## src/rtl/enc16to4_scan_if.sv

```systemverilog
//------------------------------------------------------------------------------
// Module  : enc16to4_scan_if
// Brief   : Request-vector capture and index-stream bundle for enc16to4_scan.
//           ENC_POPCOUNT_EN adds the cnt signal.
// Revision: 1.0 - initial release
//------------------------------------------------------------------------------
`default_nettype none

interface enc16to4_scan_if;
   logic [15:0] in_vec;
   logic        in_valid;
   logic        in_ready;
   logic [3:0]  idx;
   logic        idx_valid;
   logic        idx_ready;
   logic        idx_last;
   logic        zero;
`ifdef ENC_POPCOUNT_EN
   logic [4:0]  cnt;

   modport master (
      output in_vec, in_valid, idx_ready,
      input  in_ready, idx, idx_valid, idx_last, zero, cnt
   );

   modport slave (
      input  in_vec, in_valid, idx_ready,
      output in_ready, idx, idx_valid, idx_last, zero, cnt
   );
`else
   modport master (
      output in_vec, in_valid, idx_ready,
      input  in_ready, idx, idx_valid, idx_last, zero
   );

   modport slave (
      input  in_vec, in_valid, idx_ready,
      output in_ready, idx, idx_valid, idx_last, zero
   );
`endif
endinterface

`default_nettype wire

```

## src/rtl/enc16to4_scan.sv

```systemverilog
//------------------------------------------------------------------------------
// Module  : enc16to4_scan
// Brief   : Sequential 16-to-4 encoder; emits the index of every set request bit
//           one per transfer in priority order. ENC_POPCOUNT_EN adds cnt.
// Revision: 1.0 - initial release
//------------------------------------------------------------------------------
`default_nettype none

module enc16to4_scan #(
   parameter int N         = 16,
   parameter bit LSB_FIRST = 1'b1
) (
   input  wire             clk,
   input  wire             rst,
   enc16to4_scan_if.slave  bus
);

   localparam logic [0:0] c_idle = 1'b0;
   localparam logic [0:0] c_emit = 1'b1;

   logic [0:0]   r_state;
   logic [0:0]   w_state_nxt;
   logic [N-1:0] r_pend;
   logic [N-1:0] w_pend_nxt;
   logic         r_zero;
   logic [3:0]   w_idx;
   logic         w_single;
   logic         w_accept;

   assign w_accept = (r_state == c_idle) && bus.in_valid;

   // Later matches overwrite earlier ones, so the scan direction sets priority.
   always_comb begin
      w_idx = '0;
      if (LSB_FIRST) begin
         for (int i = N - 1; i >= 0; i--) begin
            if (r_pend[i]) w_idx = 4'(i);
         end
      end else begin
         for (int i = 0; i < N; i++) begin
            if (r_pend[i]) w_idx = 4'(i);
         end
      end
   end

   assign w_single = (r_pend != '0) && ((r_pend & (r_pend - 1'b1)) == '0);

`ifdef ENC_POPCOUNT_EN
   logic [4:0] r_cnt;

   function automatic logic [4:0] popcnt(input logic [N-1:0] v);
      logic [4:0] s;
      s = '0;
      for (int i = 0; i < N; i++) s = s + 5'(v[i]);
      return s;
   endfunction

   always_ff @(posedge clk or posedge rst) begin
      if (rst)           r_cnt <= '0;
      else if (w_accept) r_cnt <= popcnt(bus.in_vec);
   end

   assign bus.cnt = r_cnt;
`endif

   always_ff @(posedge clk or posedge rst) begin
      if (rst) begin
         r_state <= c_idle;
         r_pend  <= '0;
         r_zero  <= 1'b0;
      end else begin
         r_state <= w_state_nxt;
         r_pend  <= w_pend_nxt;
         r_zero  <= w_accept && (bus.in_vec == '0);
      end
   end

   always_comb begin
      w_state_nxt = r_state;
      w_pend_nxt  = r_pend;
      case (r_state)
         c_idle: begin
            if (w_accept && (bus.in_vec != '0)) begin
               w_pend_nxt  = bus.in_vec;
               w_state_nxt = c_emit;
            end
         end
         c_emit: begin
            if (bus.idx_ready) begin
               w_pend_nxt = r_pend & ~(N'(1) << w_idx);
               if (w_single) w_state_nxt = c_idle;
            end
         end
         default: w_state_nxt = c_idle;
      endcase
   end

   always_comb begin
      bus.in_ready  = (r_state == c_idle);
      bus.idx_valid = (r_state == c_emit);
      bus.idx       = w_idx;
      bus.idx_last  = (r_state == c_emit) && w_single;
      bus.zero      = r_zero;
   end

endmodule

`default_nettype wire
```

## src/flat_wrapper.sv

```systemverilog
// flat-port wrapper written by rule: the top's interface ports become plain ports
module enc16to4_scan_flat 
#(
   parameter int N         = 16,
   parameter bit LSB_FIRST = 1'b1
)
  (clk, rst, bus_in_vec, bus_in_valid, bus_idx_ready, bus_in_ready, bus_idx, bus_idx_valid, bus_idx_last, bus_zero);
  enc16to4_scan_if bus_i ();
  input  wire clk;
  input  wire rst;
  input wire logic [$bits(bus_i.in_vec)-1:0] bus_in_vec;
  input wire logic [$bits(bus_i.in_valid)-1:0] bus_in_valid;
  input wire logic [$bits(bus_i.idx_ready)-1:0] bus_idx_ready;
  output wire logic [$bits(bus_i.in_ready)-1:0] bus_in_ready;
  output wire logic [$bits(bus_i.idx)-1:0] bus_idx;
  output wire logic [$bits(bus_i.idx_valid)-1:0] bus_idx_valid;
  output wire logic [$bits(bus_i.idx_last)-1:0] bus_idx_last;
  output wire logic [$bits(bus_i.zero)-1:0] bus_zero;
  assign bus_i.in_vec = bus_in_vec;
  assign bus_i.in_valid = bus_in_valid;
  assign bus_i.idx_ready = bus_idx_ready;
  assign bus_in_ready = bus_i.in_ready;
  assign bus_idx = bus_i.idx;
  assign bus_idx_valid = bus_i.idx_valid;
  assign bus_idx_last = bus_i.idx_last;
  assign bus_zero = bus_i.zero;
  enc16to4_scan #(.N(N), .LSB_FIRST(LSB_FIRST)) u_core (.clk(clk), .rst(rst), .bus(bus_i));
endmodule
```

## config.mk

```make
export PLATFORM = sky130hd
export DESIGN_NAME = enc16to4_scan_flat
export DESIGN_NICKNAME = d
export VERILOG_FILES = /design/src/rtl/enc16to4_scan_if.sv /design/src/rtl/enc16to4_scan.sv /design/src/flat_wrapper.sv
export SDC_FILE = /design/constraint.sdc
export NUM_CORES = 1
export LEC_CHECK = 0
export ABC_CLOCK_PERIOD_IN_PS = 2400
export CORE_MARGIN = 8
export CORE_UTILIZATION = 46
export DETAILED_ROUTE_END_ITERATION = 8
export GPL_TIMING_DRIVEN = 0
export PLACE_DENSITY = 0.76
export RECOVER_POWER = 50
export SLEW_MARGIN = 20
export SYNTH_ARGS = -nofsm -noshare
export SYNTH_HDL_FRONTEND = slang
export SYNTH_SLANG_ARGS = --single-unit
```

## constraint.sdc

```tcl
create_clock -name clk -period 2.4 [get_ports clk]
set_clock_uncertainty 0.15 [all_clocks]
set_input_delay 0.48 -clock clk [delete_from_list [all_inputs] [get_ports clk]]
set_output_delay 0.48 -clock clk [all_outputs]
set_load 0.005 [all_outputs]
```

Word level (Yosys, flattened, before mapping)
Cells that the tools add are included.
{"block": "word_totals", "reg_bits": 18, "inputBits": 20, "output_inout_bits": 8, "wordCells": 44}
{"block": "classes", "addsub": 1, "n_eq_ne": 2, "n_shift": 1, "muxes": 23, "bitwise": 4, "n_reduce_logical": 10}
{"operator": "4-bit 2-to-1 mux", "n": 16}
{"operator": "16-bit bitwise AND", "n": 2}
{"operator": "16-bit zero test", "n": 2}
{"operator": "16-bit 2-to-1 mux", "n": 2}
{"operator": "16-bit one-hot mux with 2 select lines", "n": 1}
{"operator": "16-bit nonzero test", "n": 2}
{"operator": "16-bit NOT", "n": 1}
{"operator": "1-bit by 4-bit << shifter with 16-bit output (first input constant)", "n": 1}
{"operator": "16-bit by 1-bit subtractor with 16-bit output (second input constant)", "n": 1}
{"operator": "1-bit logical AND", "n": 5}
{"operator": "1-bit 2-to-1 mux", "n": 3}
{"operator": "2-bit by 1-bit inequality test with 1-bit output (second input constant)", "n": 1}
{"operator": "2-bit inequality test (second input constant)", "n": 1}
{"operator": "1-bit one-hot mux with 2 select lines", "n": 1}
{"operator": "2-bit AND reduction", "n": 1}
{"operator": "1-bit NOT", "n": 1}

Longest topological paths before layout
{"block": "depth", "word_depth": 21, "depth_mapped": 8}

Worst setup path before layout
OpenSTA, ideal clock, no wires.
{"block": "synth_path", "path_kind": "reg2out", "startpoint": "reg u_core.r_pend[6]", "endpoint": "out bus_idx_last", "arrival_time_ps": 1917, "setup_slack_ps": -147, "path_stages_with_launch": 8, "n_path_buf": 1, "cell_sequence": "dfrtp_1 > buf_6 > or4_4 > a2111oi_2 > o21ai_1 > o21a_1 > o21ai_0 > and3_1"}
{"block": "synth_via", "elab_chain_len": 5, "elab_cells_between_ends": 6}
{"item": "from (decl)", "line_no": "enc16to4_scan.sv:23", "source": "logic [N-1:0] r_pend;"}
{"item": "from (signal assigned)", "line_no": "enc16to4_scan.sv:73", "source": "r_pend <= w_pend_nxt;"}
{"item": "16-bit by 1-bit subtractor with 16-bit output", "line_no": "enc16to4_scan.sv:46", "source": "assign w_single = (r_pend != '0) && ((r_pend & (r_pend - 1'b1)) == '0);"}
{"item": "16-bit bitwise AND", "line_no": "enc16to4_scan.sv:46"}
{"item": "16-bit zero test", "line_no": "enc16to4_scan.sv:46"}
{"item": "1-bit logical AND (*)", "line_no": "enc16to4_scan.sv:46"}
{"item": "1-bit logical AND (*)", "line_no": "enc16to4_scan.sv:102", "source": "bus.idx_last = (r_state == c_emit) && w_single;"}
{"item": "to (decl)", "line_no": "flat_wrapper.sv:17", "source": "output wire logic [$bits(bus_i.idx_last)-1:0] bus_idx_last;"}
Every way passes the cells marked *; elsewhere a longest branch is shown, timed or not.

Final worst setup path
{"block": "layout_path", "startpoint": "reg u_core.r_pend[8]", "endpoint": "out bus_idx_last"}
Same word-level chain as after synthesis.

==> flow_summary.toml <==
[floorplanning]
die_area_um2 = 4990
die_x_um = 70.7
num_rows = 20
ios = 28
die_h_um = 70.7
coreArea_um2 = 2950
initial_utilization_pct = 46.6

[setup_path]
r2r_start = "u_core.r_pend[8]$_DFFE_PP0P_"
cp-start-kind = "flop"
cpMaxStageDelayCell = "or4_4"
crit_path_max_fanout = 2
critical_path_required_ps = 1770
startpoint = "u_core.r_pend[8]$_DFFE_PP0P_"
path_cells = "or4_4 > nor4b_4 > xor2_1 > nand2b_1 > a211oi_2 > and3_1 > buf_2"
slowest_delay_ps = 580
worstSetupEndpointType = "output port"
path_class = "reg2out"
cp_data_arrival_time_ps = 2540

[run_status]
violations = "negative setup slack"
status = "finished, violations left"

[synth]
avgSynthCellArea_um2 = 8.54
yosys_warnings = 0
ys_ff_latch = 18
synthCells = 161
syn-num-nets = 181
synth_edf_count = 0
async_reset_ff_share_pct = 100
synthTopCellsByCount = "dfrtp_1, nand2_1, nor2_1"
ys_seq_area_share_pct = 32.8
yosys-top-cells-area = "dfrtp_1, nand2_1, nor4_1, o21ai_1, a22oi_1"
synth_area_um2 = 1380
synth.top_cell.area_share_pct = 32.8
yosysUniqueCellTypes = 52
yosysTopAreaCell = "dfrtp_1"
synthFlopType = "dfrtp_1"

[cells_and_area]
num_antenna_cells = 0
final_core_utilization_pct = 72.8
areaGrowthSynthToFinish_pct = 56.4
final_nets = 237
drive_above_1_share_pct = 38.4

[timing]
slew_viol_final = 0
worst_pin_slew_ps = 725
final-setup-viol-count = 9
rsz0062_at_grt = "yes"
fin_ws_ps = -769
fmax_ghz = 0.316
min_period_over_period_pct = 132
relSlewSlack_pct = 51.6
final.min_clock_period_ps = 3170
tns_ps = -1260
finalHoldViolCount = 0

[clock_tree]
cts_tree = "yes"
htreeDepth = 1
hold_buffers = 0
numCtsBuffers = 3
cts_sinks = 18
clkTransAtPathRegs_ps = 110
clock_tree.root_cell = "clkbuf_4"
clk_latency_ps = 300
clockBufferDepth = 2

[power]
p_leak_nw = 0.851
internal-power_uw = 923
pwr-share-seq_pct = 28.2
powerDensity_nw_per_um2 = 781
ir_drop_mv = 0.567
combPwrFrac_pct = 59.9
p_switching_uw = 757
switching_share_pct = 45.1
clkPwrFrac_pct = 11.9

[place]
io_buffers = 27
gp_congestion = 0.905
pre_cts_slack_ps = -943
dp_hpwl_mm = 3.33

[routing]
drc = 0
dr.first_iter.drc_count = 195
totalWireLength_mm = 5.78
drt-pass1-iter-count = 4
avgViaCountPerCell = 6.84
ant_nets = 0
wire_per_inst_um = 23.2
vias = 1702

[min_path]
hold_path.class = "reg2reg"
worstHoldStart = "u_core.r_pend[14]$_DFFE_PP0P_"

[global_route]
overflow = 0
grt.total_usage_pct = 19.5
grt_pass1_wl_mm = 7.89
antenna_found_initial = 0
grt_max_degree = 19
grt_pass1_vias = 1635

[job]
maxCapViolCount = 0
## power by group through the flow
stage	sequential (mW)	clock [mW]	combinational, mW
2_1_floorplan	0.398	0	0.468
3_3_place_gp	0.410	0	0.682
3_5_place_dp	0.411	0	0.698
4_1_cts	0.464	0.194	0.793
5_1_grt	0.479	0.207	1.05
6_report	0.473	0.200	1.01
## cells in the final DEF, fill, tap and decap left out, types with 6 or more instances in the layout
| master | Yosys | layout |
|---|---|---|
| dfrtp_2 | 0 | 8 |
| o21ai_1 | 10 | 7 |
| nor2_1 | 11 | 10 |
| buf_6 | 2 | 8 |
| buf_4 | 0 | 22 |
| nand2_1 | 18 | 18 |
| a22oi_1 | 6 | 6 |
| nor4_4 | 0 | 7 |
| clkdlybuf4s50_1 | 0 | 21 |
| dfrtp_1 | 18 | 10 |
## critical path, delay by kind of cell (launching register included)
family | cells | cell delay, ps
compound gates | 1 | 310
xor+xnor | 1 | 170
buf+inv | 1 | 120
flops | 1 | 460
simple gates | 4 | 1180
## logic make-up (layout without fill, tap and decap cells)
family / after synthesis / count (layout) / share of synthesized area (%)
AOI/OAI and AO/OA: 54 / 54 / 29.5
xor gates and xnor gates: 1 / 1 / 0.637
adders and majority gates: 1 / 1 / 0.728
buffers and inverters: 16 / 71 / 5.55
DFF: 18 / 18 / 32.8
muxes: 3 / 3 / 2.18
and+or+nand+nor: 68 / 68 / 28.7
## area by class of cell
class                           count  area, um2
Timing Repair Buffer               54        473
Tap cell                           33       41.3
Clock buffer                        4       36.3
Inverter                            6       25.0
Multi-Input combinational cell    127       1070
Sequential cell                    18        460
Buffer                              7       48.8
Fill cell                         212        802
## worst paths after layout
| check | endpoint | slack, ps | cells past startpoint |
|---|---|---|---|
| worst max register to register | u_core.bus.idx_valid$_DFF_PP0_ | -60 | 7 |
| worst min register to register | u_core.r_pend[14]$_DFFE_PP0P_ | 470 | 2 |
| max in group asynchronous | u_core.r_pend[11]$_DFFE_PP0P_ | 1020 | 2 |
| worst min-delay path | u_core.r_pend[14]$_DFFE_PP0P_ | 470 | 2 |
| worst max-delay path | bus_idx_last | -770 | 7 |
| min in group asynchronous | u_core.r_pend[6]$_DFFE_PP0P_ | 570 | 2 |
## through the flow
step | instance area (um2) | hold slack, ps | instances | power (mW)
global placement | 1700 | 433 | 221 | 1.09
finish | 2150 | 473 | 249 | 1.68
global route | 2150 | 490 | 249 | 1.74
detailed placement | 1700 | 435 | 221 | 1.11
CTS | 1900 | 449 | 236 | 1.45
floorplan | 1390 | 269 | 161 | 0.866
## timing repair
action                     4_1_cts  5_1_grt
gates resized for setup         40       34
hold endpoints to repair         0        0
pin swaps                       13        8
buffers inserted                14       14
setup endpoints to repair       16       14
## registers in the layout, indices dropped and copies added, names as in the netlist
name                  count
u_core.bus.zero           1
u_core.r_pend            16
u_core.bus.idx_valid      1
## layer usage
metal	up-vias	GRT usage [%]	share of wire, %
met3	33	5.37	9.4
met4	0	13.4	5.3
met5	-	0	0
met1	828	21.9	38
li1	733	-	-
met2	108	31.4	47
Power figures use the tool's default switching activity.
